**src/rtl/gol_pkg.sv**
```systemverilog
// Shared types and constants for the Game of Life generation sequencing.
package gol_pkg;

  localparam int unsigned ROWS    = 16;
  localparam int unsigned ROW_W   = $clog2(ROWS);
  localparam int unsigned GEN_W   = 16;
  localparam int unsigned SPEED_W = 2;

  typedef enum logic [1:0] {
    IDLE   = 2'd0,
    LOAD   = 2'd1,
    ROW    = 2'd2,
    COMMIT = 2'd3
  } gol_sched_state_t;

endpackage

```
**src/rtl/gol_tick_divider.sv**
```systemverilog
// Divides the incoming tick by (speed+1) while running; run_trig_c is
// combinational so a trigger is seen in the same cycle as its tick.
module gol_tick_divider #(
  parameter int unsigned SPEED_W = 2
) (
  input  logic               clk,
  input  logic               reset,
  input  logic               tick_i,
  input  logic               run_i,
  input  logic [SPEED_W-1:0] speed_i,
  output logic               run_trig_c
);

  logic [SPEED_W-1:0] div_cnt_q;
  logic [SPEED_W-1:0] div_cnt_d;
  logic               match_c;

  // Compare against the live speed so a change applies at the next compare
  always_comb begin
    match_c    = (div_cnt_q == speed_i);
    run_trig_c = run_i && tick_i && match_c;
    div_cnt_d  = div_cnt_q;
    if (!run_i) begin
      div_cnt_d = '0;
    end else if (tick_i) begin
      div_cnt_d = match_c ? '0 : div_cnt_q + SPEED_W'(1);
    end
  end

  // Divider count register
  always_ff @(posedge clk or posedge reset) begin
    if (reset) begin
      div_cnt_q <= '0;
    end else begin
      div_cnt_q <= div_cnt_d;
    end
  end

endmodule

```
**src/rtl/gol_generation_scheduler.sv**
```systemverilog
// Sequences one generation per trigger: walks rows via req/done, then
// commits the buffer swap; also handles seed load and overrun tracking.
module gol_generation_scheduler #(
  parameter int unsigned ROWS    = gol_pkg::ROWS,
  parameter int unsigned ROW_W   = $clog2(ROWS),
  parameter int unsigned GEN_W   = gol_pkg::GEN_W,
  parameter int unsigned SPEED_W = gol_pkg::SPEED_W
) (
  input  logic               clk,
  input  logic               reset,
  input  logic               tick,
  input  logic               run,
  input  logic               step,
  input  logic               load,
  input  logic [SPEED_W-1:0] speed,
  input  logic               row_done,
  output logic               row_req,
  output logic [ROW_W-1:0]   row_idx,
  output logic               commit,
  output logic               load_en,
  output logic               busy,
  output logic               overrun,
  output logic [GEN_W-1:0]   gen_count
);

  import gol_pkg::*;

  gol_sched_state_t   state_q;
  gol_sched_state_t   state_d;
  logic [ROW_W-1:0]   row_idx_q;
  logic [ROW_W-1:0]   row_idx_d;
  logic [GEN_W-1:0]   gen_q;
  logic [GEN_W-1:0]   gen_d;
  logic               overrun_q;
  logic               overrun_d;
  logic               load_pending_q;
  logic               load_pending_d;

  logic               run_trig_c;
  logic               trig_c;
  logic               row_last_c;
  logic               accept_c;

  gol_tick_divider #(
    .SPEED_W (SPEED_W)
  ) u_div (
    .clk        (clk),
    .reset      (reset),
    .tick_i     (tick),
    .run_i      (run),
    .speed_i    (speed),
    .run_trig_c (run_trig_c)
  );

  // Trigger sources and row acceptance; step only counts while paused
  always_comb begin
    trig_c     = run_trig_c || (!run && step);
    row_last_c = (row_idx_q == ROW_W'(ROWS - 1));
    accept_c   = (state_q == ROW) && row_done;
  end

  // State register
  always_ff @(posedge clk or posedge reset) begin
    if (reset) begin
      state_q <= IDLE;
    end else begin
      state_q <= state_d;
    end
  end

  // Next-state logic; a pending or fresh load beats a trigger in IDLE
  always_comb begin
    state_d = state_q;
    case (state_q)
      IDLE: begin
        if (load || load_pending_q) begin
          state_d = LOAD;
        end else if (trig_c) begin
          state_d = ROW;
        end
      end
      LOAD:    state_d = IDLE;
      ROW: begin
        if (accept_c && row_last_c) begin
          state_d = COMMIT;
        end
      end
      COMMIT:  state_d = IDLE;
      default: state_d = IDLE;
    endcase
  end

  // Outputs decoded from the state register or driven from registers
  always_comb begin
    row_req   = (state_q == ROW);
    commit    = (state_q == COMMIT);
    load_en   = (state_q == LOAD);
    busy      = (state_q != IDLE);
    row_idx   = row_idx_q;
    overrun   = overrun_q;
    gen_count = gen_q;
  end

  // Next values for row index, generation count and sticky flags
  always_comb begin
    row_idx_d      = row_idx_q;
    gen_d          = gen_q;
    overrun_d      = overrun_q;
    load_pending_d = load_pending_q;

    if (accept_c && !row_last_c) begin
      row_idx_d = row_idx_q + ROW_W'(1);
    end

    if (state_q == COMMIT) begin
      row_idx_d = '0;
      gen_d     = gen_q + GEN_W'(1);
    end

    // LOAD clears flags and count; anything arriving then is superseded
    if (state_q == LOAD) begin
      gen_d          = '0;
      overrun_d      = 1'b0;
      load_pending_d = 1'b0;
    end else if (state_q != IDLE) begin
      if (run_trig_c) begin
        overrun_d = 1'b1;
      end
      if (load) begin
        load_pending_d = 1'b1;
      end
    end
  end

  // Datapath registers
  always_ff @(posedge clk or posedge reset) begin
    if (reset) begin
      row_idx_q      <= '0;
      gen_q          <= '0;
      overrun_q      <= 1'b0;
      load_pending_q <= 1'b0;
    end else begin
      row_idx_q      <= row_idx_d;
      gen_q          <= gen_d;
      overrun_q      <= overrun_d;
      load_pending_q <= load_pending_d;
    end
  end

endmodule

```
**config.mk**
```make
export PLATFORM = sky130hd
export DESIGN_NAME = gol_generation_scheduler
export DESIGN_NICKNAME = d
export VERILOG_FILES = /design/src/rtl/gol_pkg.sv /design/src/rtl/gol_tick_divider.sv /design/src/rtl/gol_generation_scheduler.sv
export SDC_FILE = /design/constraint.sdc
export NUM_CORES = 1
export LEC_CHECK = 0
export ABC_AREA = 1
export CAP_MARGIN = 15
export CORE_MARGIN = 10
export CORE_UTILIZATION = 40
export CTS_CLUSTER_DIAMETER = 30
export DETAILED_ROUTE_END_ITERATION = 10
export HOLD_SLACK_MARGIN = 0.03
export MAX_ROUTING_LAYER = met4
export PLACE_DENSITY = 0.72
export SLEW_MARGIN = 10
export SYNTH_ARGS = -nofsm -noshare
export SYNTH_HDL_FRONTEND = slang
export SYNTH_SLANG_ARGS = --single-unit
export TNS_END_PERCENT = 1
```
**constraint.sdc**
```tcl
create_clock -name clk -period 3.76 [get_ports clk]
set_clock_uncertainty 0.05 [all_clocks]
set_input_delay 0.376 -clock clk [delete_from_list [all_inputs] [get_ports clk]]
set_output_delay 0.376 -clock clk [all_outputs]
set_load 0.1 [all_outputs]
```
==> results.cfg <==
[status]
result_of_the_run = completed

[power_and_ir_drop]
sw_frac_of_total_pct = 52.6
max-vdd-ir-drop_v = 0.000496
p_sw_mw = 0.628
share_clk_of_total_power_pct = 16.9
p_seq_share_pct = 31.6
power.combinational.fraction_pct = 51.5
power_density_relative_to_cell_area_nw_per_um2 = 659
cellLeakagePower_nw = 0.780
p_int_mw = 0.567

[critical_path]
timing.rr.start = state_q[0]
timing.reg2reg.setup_slack_ns = 2.21
start_kind = flip-flop
cp_data_arrival_time_ns = 2.39
cp_data_required_time_ns = 3.33
critical_path_peak_fanout = 8
crit_path_end = commit
critPathKind = reg -> out
ff2ff_path_depth = 5
critPathLaunch = state_q[0]
worstSetupEndpointType = output port
regToRegEndpoint = gen_count[12]

[timing]
final_min_period_over_clock_period_pct = 74.9
setup_repair_after_global_routing_missed_its_margin = false
timing_worst_slew_pin_value_ns = 0.992
finalMaxSlewViolations = 0
fmaxAchievable_ghz = 0.355
setup-tns-final_ns = 0
fin_crit_ns = 2.82
number_of_hold_violations_in_the_final_report = 0
headroom_to_the_max_slew_limit_pct = 33.7
setup_viol = 0
timing.hold.ws_ns = 0.482

[route]
viasPerCell = 4.91
drt_first_iter_violations = 77
routed_wirelength_um = 3170
number_of_routed_nets_with_antenna_violations = 0
drt-wirelength-per-cell_um = 12.5
first_pass_iters = 4
routed-via-count = 1243
drc = 0

[synthesis]
number_of_enable_type_register_cells_in_the_synthesized_netlist = 0
compound_cell_area_share_of_the_yosys_netlist_pct = 11.0
portion_of_netlist_area_occupied_by_mux_cells_pct = 0
synth.top_cell.area_share_pct = 46.9
synth_fa_ha_area_share_pct = 1.81
synth_nets = 182
synth-xor-area-share_pct = 3.16
synth_cell_type_count = 25
synth_sequential_area_ratio_pct = 46.9
post-synth-top-area-cell = sky130_fd_sc_hd__dfrtp_1
ys.warnings.count = 0
synth-main-ff-cell = sky130_fd_sc_hd__dfrtp_1
synthTopCellsByArea = sky130_fd_sc_hd__dfrtp_1, sky130_fd_sc_hd__nand2_1, sky130_fd_sc_hd__nor2_1
synth.avg_cell_area_um2 = 8.11
synth_simple_gate_area_share_pct = 30.3
synth_top_family_by_area = simple AND/OR/NAND/NOR gates
asyncSetResetFlopFracSynth_pct = 100
netlist_area_um2 = 1390
cell_count_after_synthesis = 171
synthesis_stage_register_bit_count = 26
count_leader_synth = sky130_fd_sc_hd__nand2_1
synth_common_cells = sky130_fd_sc_hd__nand2_1, sky130_fd_sc_hd__dfrtp_1, sky130_fd_sc_hd__nor2_1, sky130_fd_sc_hd__inv_1, sky130_fd_sc_hd__a21oi_1

[cts]
number_of_clock_buffers_inserted_by_tritoncts = 3
clkTransAtPathRegs_ns = 0.16
clkLatencyLatePin_ns = 0.34
cts.path.max_buffers = 2
cts.root.buffer_cell = sky130_fd_sc_hd__clkbuf_4
cts-hold-fix-buffers = 0
cts_tree = done
post_cts_resize_count = 0
h-tree-depth = 1
cts_num_sinks = 26
post_cts_buffers = 0

[floorplan]
ioPinCount = 34
rows = 21
start_util_pct = 41.5
die_y_um = 78.9
die_w_um = 78.9
design.core.area_um2 = 3340
floorplan.die_area_um2 = 6220

[global_routing]
groute.layer.met2.usage_pct = 16.4
grt_antenna_before_repair = 0
global_route.overflow_total = 0
grt_first_pass_wirelength_um = 5530
grt_start_max_net_pins = 27
grt_busiest_layer = met2
grt_use_met1_pct = 13.7
grt_pass1_vias = 1225
met3_track_demand_over_resource_in_global_routing_pct = 3.04
global_route_total_usage_across_every_layer_pct = 11.0

[cells_and_area]
n_antenna_cell = 0
drive_above_1_share_pct = 9.18
areaGrowthSynthToFinish_pct = 30.8
filler_cell_count = 331
design.final.nets = 219
final_cells = 253

[job]
cap_viol_max_count = 0

[hold_path]
min_path_type = reg -> reg

[placed_design]
detailedPlacementHpwl_um = 2410
globalplace.congestion = 0.826
buffer_ports.inserted = 33
placed_cells_incl_taps = 249
==> critical path: stages (launching register included) <==
cell and delay (ns):
sky130_fd_sc_hd__dfrtp_1 0.55, sky130_fd_sc_hd__nand2_1 0.17, sky130_fd_sc_hd__inv_1 0.16, sky130_fd_sc_hd__clkdlybuf4s50_1 1.16
==> stage by stage <==
| stage | total power, mW | worst slack [ns] | cell area, um^2 | utilization [%] |
|---|---|---|---|---|
| 2_1_floorplan | 0.865 | 1.67 | 1390 | - |
| 3_3_place_gp | 1.00 | 1.37 | 1760 | 52.8 |
| 3_5_place_dp | 1.00 | 1.31 | 1760 | 52.8 |
| 4_1_cts | 1.21 | 0.900 | 1810 | 54.3 |
| 5_1_grt | 1.26 | 0.843 | 1810 | 54.3 |
| 6_report | 1.20 | 0.943 | 1810 | 54.3 |
==> layout by cell type, fill, tap and decap left out, drive strengths merged, types with 2 or more instances in the layout <==
| cell type | count |
|---|---|
| clkdlybuf4s50 | 32 |
| nand2 | 31 |
| nor2 | 29 |
| dfrtp | 26 |
| inv | 22 |
| nand3 | 16 |
| a21oi | 15 |
| o21ai | 10 |
| nand4 | 5 |
| nor3 | 4 |
| xnor2 | 3 |
| clkbuf | 3 |
| xor2 | 2 |
| ha | 2 |
==> logic make-up after synthesis <==
logic type / Yosys count
flip-flops: 26
XOR/XNOR: 5
adder cells (fa/ha/maj): 2
AO/OA/AOI/OAI: 28
AND/OR/NAND/NOR: 87
buffers and inverters: 23
==> layer usage <==
layer / vias up / share of wire (%)
li1: 634 / -
met1: 571 / 50
met2: 33 / 43
met5: - / 0
met4: 0 / 1.6
met3: 5 / 5.7
==> worst min-delay path by stage <==
| stage | start | endpoint | slack [ns] | depth (start not counted) |
|---|---|---|---|---|
| 2_1_floorplan | reset | gen_count[0] | 0.37 | 1 |
| 3_3_place_gp | overrun | overrun | 0.46 | 2 |
| 3_5_place_dp | overrun | overrun | 0.47 | 2 |
| 4_1_cts | overrun | overrun | 0.49 | 2 |
| 5_1_grt | overrun | overrun | 0.52 | 2 |
| 6_report | overrun | overrun | 0.48 | 2 |
==> power by group through the flow <==
stage	Combinational [mW]	Sequential, mW	Clock, mW
finish	0.615	0.378	0.202
global route	0.660	0.386	0.214
CTS	0.622	0.379	0.206
detailed placement	0.619	0.384	0
global placement	0.618	0.382	0
floorplan	0.329	0.536	0
==> sequential cells by signal (all words and copies together), names as in the netlist <==
register / cells
overrun: 1
gen_count: 16
row_idx: 4
state_q: 2
u_div.div_cnt_q: 2
load_pending_q: 1
==> cell type report <==
cell class / instances / area [um^2] / area share (%)
sequential: 26 / 651 / 35.9
multi-input combinational: 122 / 642 / 35.4
timing repair buffer: 33 / 328 / 18.1
inverter: 22 / 82.6 / 4.55
tap: 46 / 57.6 / 3.17
clock inverter: 1 / 30.0 / 1.66
clock buffer: 3 / 22.5 / 1.24
(Power assumes the default switching activity.)
